<file path="src/rtl/clip_ctrl_pkg.sv">
// Shared types and defaults for the clip playback/record sequencer.
package clip_ctrl_pkg;

   typedef enum logic [2:0] {
      IDLE,
      ARM_PLAY,
      ARM_REC,
      PLAYING,
      RECORDING,
      DONE
   } clip_ctrl_state_t;

   localparam int LED_WIDTH_DEF = 4;

endpackage

</file>
<file path="src/rtl/clip_controller_edge_detect.sv">
// Rising-edge detector: a registered history of each command level.
// An edge is a high sample whose previous sample was low.
module command_edge_detect #(
   parameter int WIDTH = 3
) (
   input  logic             clk,
   input  logic             rst,
   input  logic [WIDTH-1:0] level,
   output logic [WIDTH-1:0] rise
);

   logic [WIDTH-1:0] prev;

   always_ff @(posedge clk or posedge rst) begin
      if (rst) prev <= '0;
      else     prev <= level;
   end

   assign rise = level & ~prev;

endmodule

</file>
<file path="src/rtl/clip_controller.sv">
// Play/record sequencer for NUM_CLIPS clip banks: drives timer, serdes and
// one-hot bank enables from edge-detected user commands.
module clip_controller
   import clip_ctrl_pkg::*;
#(
   parameter int NUM_CLIPS = 4,
   parameter int SEL_WIDTH = $clog2(NUM_CLIPS),
   parameter int LED_WIDTH = LED_WIDTH_DEF
) (
   input  logic                 clock_i,
   input  logic                 reset_i,
   input  logic                 play_command_i,
   input  logic                 record_command_i,
   input  logic                 stop_command_i,
   input  logic [SEL_WIDTH-1:0] play_clip_select_i,
   input  logic [SEL_WIDTH-1:0] record_clip_select_i,
   output logic                 playing_o,
   output logic                 recording_o,
   output logic [LED_WIDTH-1:0] play_clip_o,
   output logic [LED_WIDTH-1:0] record_clip_o,
   output logic [SEL_WIDTH-1:0] active_clip_o,
   output logic [NUM_CLIPS-1:0] clip_valid_o,
   output logic                 error_o,
   input  logic                 timer_done_i,
   output logic                 timer_enable_o,
   output logic                 timer_clear_o,
   output logic                 serializer_enable_o,
   output logic                 deserializer_enable_o,
   output logic                 memory_rw_o,
   output logic [NUM_CLIPS-1:0] memory_enable_o
);

   clip_ctrl_state_t state;
   logic [2:0]       rise;
   logic             play_rise, record_rise, stop_rise;

   command_edge_detect #(.WIDTH(3)) u_edge (
      .clk   (clock_i),
      .rst   (reset_i),
      .level ({stop_command_i, record_command_i, play_command_i}),
      .rise  (rise)
   );

   assign play_rise   = rise[0];
   assign record_rise = rise[1];
   assign stop_rise   = rise[2];

   // LEDs show 1-based clip numbers and track the selects directly.
   assign play_clip_o   = LED_WIDTH'(play_clip_select_i) + LED_WIDTH'(1);
   assign record_clip_o = LED_WIDTH'(record_clip_select_i) + LED_WIDTH'(1);

   function automatic logic [NUM_CLIPS-1:0] onehot(input logic [SEL_WIDTH-1:0] sel);
      onehot      = '0;
      onehot[sel] = 1'b1;
   endfunction

   // Outputs are registered from the state being entered; pulses and enables
   // default low each cycle and are re-asserted while a state holds.
   always_ff @(posedge clock_i or posedge reset_i) begin
      if (reset_i) begin
         state                 <= IDLE;
         active_clip_o         <= '0;
         clip_valid_o          <= '0;
         playing_o             <= 1'b0;
         recording_o           <= 1'b0;
         error_o               <= 1'b0;
         timer_enable_o        <= 1'b0;
         timer_clear_o         <= 1'b0;
         serializer_enable_o   <= 1'b0;
         deserializer_enable_o <= 1'b0;
         memory_rw_o           <= 1'b0;
         memory_enable_o       <= '0;
      end else begin
         playing_o             <= 1'b0;
         recording_o           <= 1'b0;
         error_o               <= 1'b0;
         timer_enable_o        <= 1'b0;
         timer_clear_o         <= 1'b0;
         serializer_enable_o   <= 1'b0;
         deserializer_enable_o <= 1'b0;
         memory_rw_o           <= 1'b0;
         memory_enable_o       <= '0;
         case (state)
            IDLE: begin
               if (play_rise && !record_rise) begin
                  if (clip_valid_o[play_clip_select_i]) begin
                     state           <= ARM_PLAY;
                     active_clip_o   <= play_clip_select_i;
                     timer_clear_o   <= 1'b1;
                     memory_enable_o <= onehot(play_clip_select_i);
                  end else begin
                     error_o <= 1'b1;
                  end
               end else if (record_rise && !play_rise) begin
                  state           <= ARM_REC;
                  active_clip_o   <= record_clip_select_i;
                  timer_clear_o   <= 1'b1;
                  memory_rw_o     <= 1'b1;
                  memory_enable_o <= onehot(record_clip_select_i);
               end
            end
            ARM_PLAY: begin
               state               <= PLAYING;
               playing_o           <= 1'b1;
               timer_enable_o      <= 1'b1;
               serializer_enable_o <= 1'b1;
               memory_enable_o     <= onehot(active_clip_o);
            end
            ARM_REC: begin
               state                 <= RECORDING;
               recording_o           <= 1'b1;
               timer_enable_o        <= 1'b1;
               deserializer_enable_o <= 1'b1;
               memory_rw_o           <= 1'b1;
               memory_enable_o       <= onehot(active_clip_o);
            end
            PLAYING: begin
               if (timer_done_i || stop_rise) begin
                  state <= DONE;
               end else begin
                  playing_o           <= 1'b1;
                  timer_enable_o      <= 1'b1;
                  serializer_enable_o <= 1'b1;
                  memory_enable_o     <= onehot(active_clip_o);
               end
            end
            RECORDING: begin
               // Completion wins over a coincident abort.
               if (timer_done_i) begin
                  clip_valid_o[active_clip_o] <= 1'b1;
                  state                       <= DONE;
               end else if (stop_rise) begin
                  clip_valid_o[active_clip_o] <= 1'b0;
                  state                       <= DONE;
               end else begin
                  recording_o           <= 1'b1;
                  timer_enable_o        <= 1'b1;
                  deserializer_enable_o <= 1'b1;
                  memory_rw_o           <= 1'b1;
                  memory_enable_o       <= onehot(active_clip_o);
               end
            end
            DONE:    state <= IDLE;
            default: state <= IDLE;
         endcase
      end
   end

endmodule

</file>
<file path="config.mk">
export PLATFORM = sky130hd
export DESIGN_NAME = clip_controller
export DESIGN_NICKNAME = d
export VERILOG_FILES = /design/src/rtl/clip_ctrl_pkg.sv /design/src/rtl/clip_controller_edge_detect.sv /design/src/rtl/clip_controller.sv
export SDC_FILE = /design/constraint.sdc
export NUM_CORES = 1
export LEC_CHECK = 0
export CAP_MARGIN = 20
export CORE_ASPECT_RATIO = 0.6
export CORE_MARGIN = 1.5
export CORE_UTILIZATION = 40
export DETAILED_ROUTE_END_ITERATION = 7
export PLACE_DENSITY = 0.69
export SLEW_MARGIN = 20
export SYNTH_ARGS = -nofsm -noshare
export SYNTH_HDL_FRONTEND = slang
export SYNTH_HIERARCHICAL = 1
export SYNTH_SLANG_ARGS = --single-unit
</file>
<file path="constraint.sdc">
create_clock -name clock_i -period 1.8 [get_ports clock_i]
set_input_delay 0.27 -clock clock_i [delete_from_list [all_inputs] [get_ports clock_i]]
set_output_delay 0.27 -clock clock_i [all_outputs]
set_load 0.1 [all_outputs]
</file>
# Word-level counts from Yosys, hierarchy flattened
# Cells that the tools add are included.
dict set report classes {
  add_sub_neg 2
  n_lt_le_gt_ge 6
  eq_ne 9
  n_mux 42
  bitwise 5
  reduce_logical 15
}
# operator count
set ops {}
lappend ops {{4-bit two-way mux} 8}
lappend ops {{3-bit two-way mux} 6}
lappend ops {{4-bit case mux with 4 select lines} 1}
lappend ops {{1-bit two-way mux} 15}
lappend ops {{3-bit case mux with 5 select lines} 1}
lappend ops {{2-bit by 3-bit less-than comparator with 1-bit output, second input constant} 3}
lappend ops {{3-bit inequality test, second input constant} 3}
lappend ops {{2-bit by 1-bit adder with 3-bit output, second input constant} 2}
lappend ops {{1-bit demux with 2-bit select} 3}
lappend ops {{3-bit by 2-bit == test with 1-bit output, second input constant} 2}
lappend ops {{2-bit by 1-bit greater-or-equal comparator with 1-bit output, second input constant} 3}
lappend ops {{2-bit two-way mux} 3}
lappend ops {{1-bit case mux with 3 select lines} 2}
lappend ops {{1-bit logical AND} 5}
lappend ops {{4-bit bitwise AND} 1}
lappend ops {{4-bit NOT} 1}
lappend ops {{4-bit OR} 1}
lappend ops {{1-bit case mux with 2 select lines} 2}
lappend ops {{4-bit AND reduction} 1}
lappend ops {{2-bit nonzero test} 2}
lappend ops {{3-bit bitwise AND} 1}
lappend ops {{3-bit by 1-bit == test with 1-bit output, second input constant} 1}
lappend ops {{3-bit == test, second input constant} 1}
lappend ops {{3-bit logical NOT} 1}
lappend ops {{other kinds (9)} 10}
dict set report word_totals {
  regBits 22
  in_bits 10
  out_inout_bits 26
  wordCells 90
}

# Longest topological paths before layout
dict set report logic_depth {
  ltp_word 8
  depth_mapped 6
  mapped_depth_nobuf 6
}

# Hierarchy
# Netlist, hierarchy kept.
# mod instances cells_per_inst area_per_inst_um2 seq_area_each_um2
set modules_own_cells {}
lappend modules_own_cells {clip_controller 1 102 1138.6 475.5}
lappend modules_own_cells {command_edge_detect 1 7 120.1 75.1}

# Worst setup path before layout
# OpenSTA, ideal clock, no wires.
dict set report synth_timing {
  kind {input -> output}
  from {input port play_clip_select_i[0]}
  to {output port play_clip_o[1]}
  t_arrival_ps 1719
  t_required_ps 1530
  path_slack_ps -189
  path_stages 2
  path_buffers 0
  cell_sequence {inv_1 -> ha_1}
}
dict set report synth_via {
  elab_chain_len 1
}
# element line
set synth_rtl {}
lappend synth_rtl {{start: declaration} clip_controller.sv:15} ;# input logic [SEL_WIDTH-1:0] play_clip_select_i,
lappend synth_rtl {{2-bit by 1-bit adder with 3-bit output} clip_controller.sv:49} ;# assign play_clip_o = LED_WIDTH'(play_clip_select_i) + LED_WIDTH'(1);
lappend synth_rtl {{end: declaration} clip_controller.sv:19} ;# output logic [LED_WIDTH-1:0] play_clip_o,
# Every way passes these cells.

# Worst setup path after layout
# Ends and elaborated chain as after synthesis.

==> flow_summary.ini <==
[place]
dp_hpwl_um = 2300
gp_congestion = 0.7575
dpl.cell_count = 189
pre_cts_slack_ps = -179.3
port_buffers = 33

[run_status]
outcome = complete, no violations

[cells_and_area]
drive_gt1_share_pct = 42.76
antennaDiodeCount = 0
nFillCells = 237
syn_to_final_growth_pct = 48.11
fin_nets = 173
seq_area_um2 = 555.5
final_common_cell = buf_4
final_cell_mix = buf_4 (25), dfrtp_1 (18), buf_12 (12), inv_1 (11), clkdlybuf4s50_1 (9)
multiInputGateArea_um2 = 618.1
final_cells = 194

[route]
antenna_left = 0
totalWireLength_um = 2857
dr.pass1.iters = 4
drt-wirelength-per-cell_um = 14.73
remaining_drc_errors = 0
vias = 974
vias_per_cell = 5.021
drtIter0Drc = 49

[global_routing]
grtUsageTotal_pct = 18.31
grt_max_degree = 20
overflow = 0
grt_pass1_vias = 920
grt_pass1_wl_um = 4505
antenna_found_initial = 0

[clock_network]
cts_sinks = 22
cts_resized = 0
htreeDepth = 1
post_cts_buffers = 0
cts_root_buf = clkbuf_8
insertion_delay_ps = 260
cts_made_buffers = 3
clockBufferDepth = 2
cts_tree = built
cts.reportedPaths.clkPinSlew_ps = 80
ctsHoldBuffers = 0

[floorplanning]
die_area_um2 = 3503
core-area_um2 = 2928
die_height_um = 46.45
dieWidth_um = 75.42
initial_core_util_pct = 42.99
num_rows = 15
ioPinCount = 36

[synth]
synth_cell_type_count = 34
syn_avg_cell_area_um2 = 11.55
syn_area_um2 = 1259
syn_inst = 109
yosys_warnings = 6
ys_seq_area_share_pct = 43.74
ys_seq_elements = 22

[timing]
finalHoldViolCount = 0
relSlewSlack_pct = 64.57
finClkSkew_ps = 1.041
setup_tns_ps = 0
fmax_mhz = 574.4
worst_pin_slew_ps = 531.5
setup_violations = 0
rsz0062_at_grt = no
fin_crit_sh_pct = 96.72
drv_slew = 0
setup_ws_ps = 58.98
fin_crit_ps = 1741

[worst_setup_path]
cp_max_fo = 4
endpoint_kind = primary output
worstPathArrival_ps = 1470
startpoint_type = primary input
required_ps = 1530
critPathKind = primary input to primary output

[hold_path]
hold_class = primary input to async pin

[job]
drv_cap = 0
[final cells by class]
class / count / area share [%]
sequential: 22 / 29.80
clock buffer: 3 / 2.215
multi-input combinational: 68 / 33.15
clock inverter: 1 / 1.611
timing repair buffer: 46 / 27.79
inverter: 12 / 2.617
tap: 42 / 2.819
[layer usage]
metal | vias to the layer above | track usage, % | share of wire [%]
met2 | 34 | 28.60 | 46
li1 | 459 | - | -
met3 | 4 | 4.595 | 6.3
met4 | 0 | 4.286 | 0.74
met5 | - | 0 | 0
met1 | 477 | 25.63 | 47
[synth_stat cells]
| cell type | number | share of area (%) |
|---|---|---|
| nor2b_1 | 1 | 0.50 |
| o21ba_2 | 1 | 0.80 |
| buf_2 | 1 | 0.40 |
| a22oi_4 | 1 | 1.7 |
| o311ai_1 | 4 | 2.8 |
| buf_4 | 6 | 3.6 |
| a22oi_2 | 1 | 0.99 |
| or2_2 | 1 | 0.50 |
| o22ai_1 | 1 | 0.50 |
| ha_1 | 10 | 9.9 |
| inv_1 | 12 | 3.6 |
| mux4_2 | 1 | 1.8 |
| xnor2_1 | 1 | 0.70 |
| clkbuf_1 | 1 | 0.30 |
| nand4_1 | 4 | 2.0 |
| nand2b_1 | 2 | 0.99 |
| nor3_2 | 1 | 0.80 |
| o211ai_1 | 1 | 0.60 |
| mux2i_1 | 4 | 3.2 |
| nor2b_4 | 3 | 3.3 |
| o21bai_1 | 1 | 0.60 |
| conb_1 | 1 | 0.30 |
| nor3b_4 | 1 | 1.5 |
| nand3_1 | 8 | 3.2 |
| nand3b_1 | 1 | 0.60 |
| dfrtp_1 | 22 | 44 |
| nor2_1 | 3 | 0.89 |
| nor3_1 | 1 | 0.40 |
| and2b_2 | 2 | 1.4 |
| a21oi_1 | 4 | 1.6 |
| mux2_2 | 4 | 3.6 |
| a32oi_1 | 1 | 0.70 |
| o21ai_0 | 2 | 0.80 |
| nor4b_4 | 1 | 1.9 |
[cell families (layout without fill, tap and decap cells)]
| kind of cell | Yosys count | in the layout | synth area share (%) |
|---|---|---|---|
| xor gates and xnor gates | 1 | 1 | 0.6960 |
| DFF | 22 | 22 | 43.74 |
| other | 1 | 2 | 0.2979 |
| buffers and inverters | 20 | 62 | 7.852 |
| adders and majority gates | 10 | 10 | 9.940 |
| and+or+nand+nor | 29 | 29 | 17.89 |
| muxes | 9 | 9 | 8.548 |
| AOI/OAI and AO/OA | 17 | 17 | 11.03 |
[worst max-delay path: stages]
cell	delay [ps]
clkdlybuf4s50_1	500
buf_4	140
inv_1	50
ha_2	330
buf_12	170
[path summary, 6_finish.rpt]
| kind | startpoint | end | depth (start not counted) | slack, ps |
|---|---|---|---|---|
| setup reg to reg | u_edge/prev[1] | active_clip_o[1] | 7 | 230 |
| max in group asynchronous | reset_i | async pin | 3 | 1230 |
| setup / recovery | play_clip_select_i[0] | play_clip_o[1] | 5 | 60 |
| min in group clock_i | stop_command_i | u_edge/prev[2] | 1 | 470 |
| hold reg to reg | flip-flop | flip-flop | 1 | 580 |
| hold / removal | reset_i | u_edge/prev[2] | 2 | 210 |
[metrics by stage]
stage	util, %	cell area [µm²]	hold WS, ps
after global placement	60.98	1785	471.3
final	63.68	1864	210.4
after global routing	63.68	1864	203.5
after detailed placement	60.98	1785	495.6
after CTS	63.42	1857	202.4
after floorplan	-	1276	23.64
Power is not shown: default switching activity piles up to over one toggle a cycle in this logic, so the estimate is an artifact.
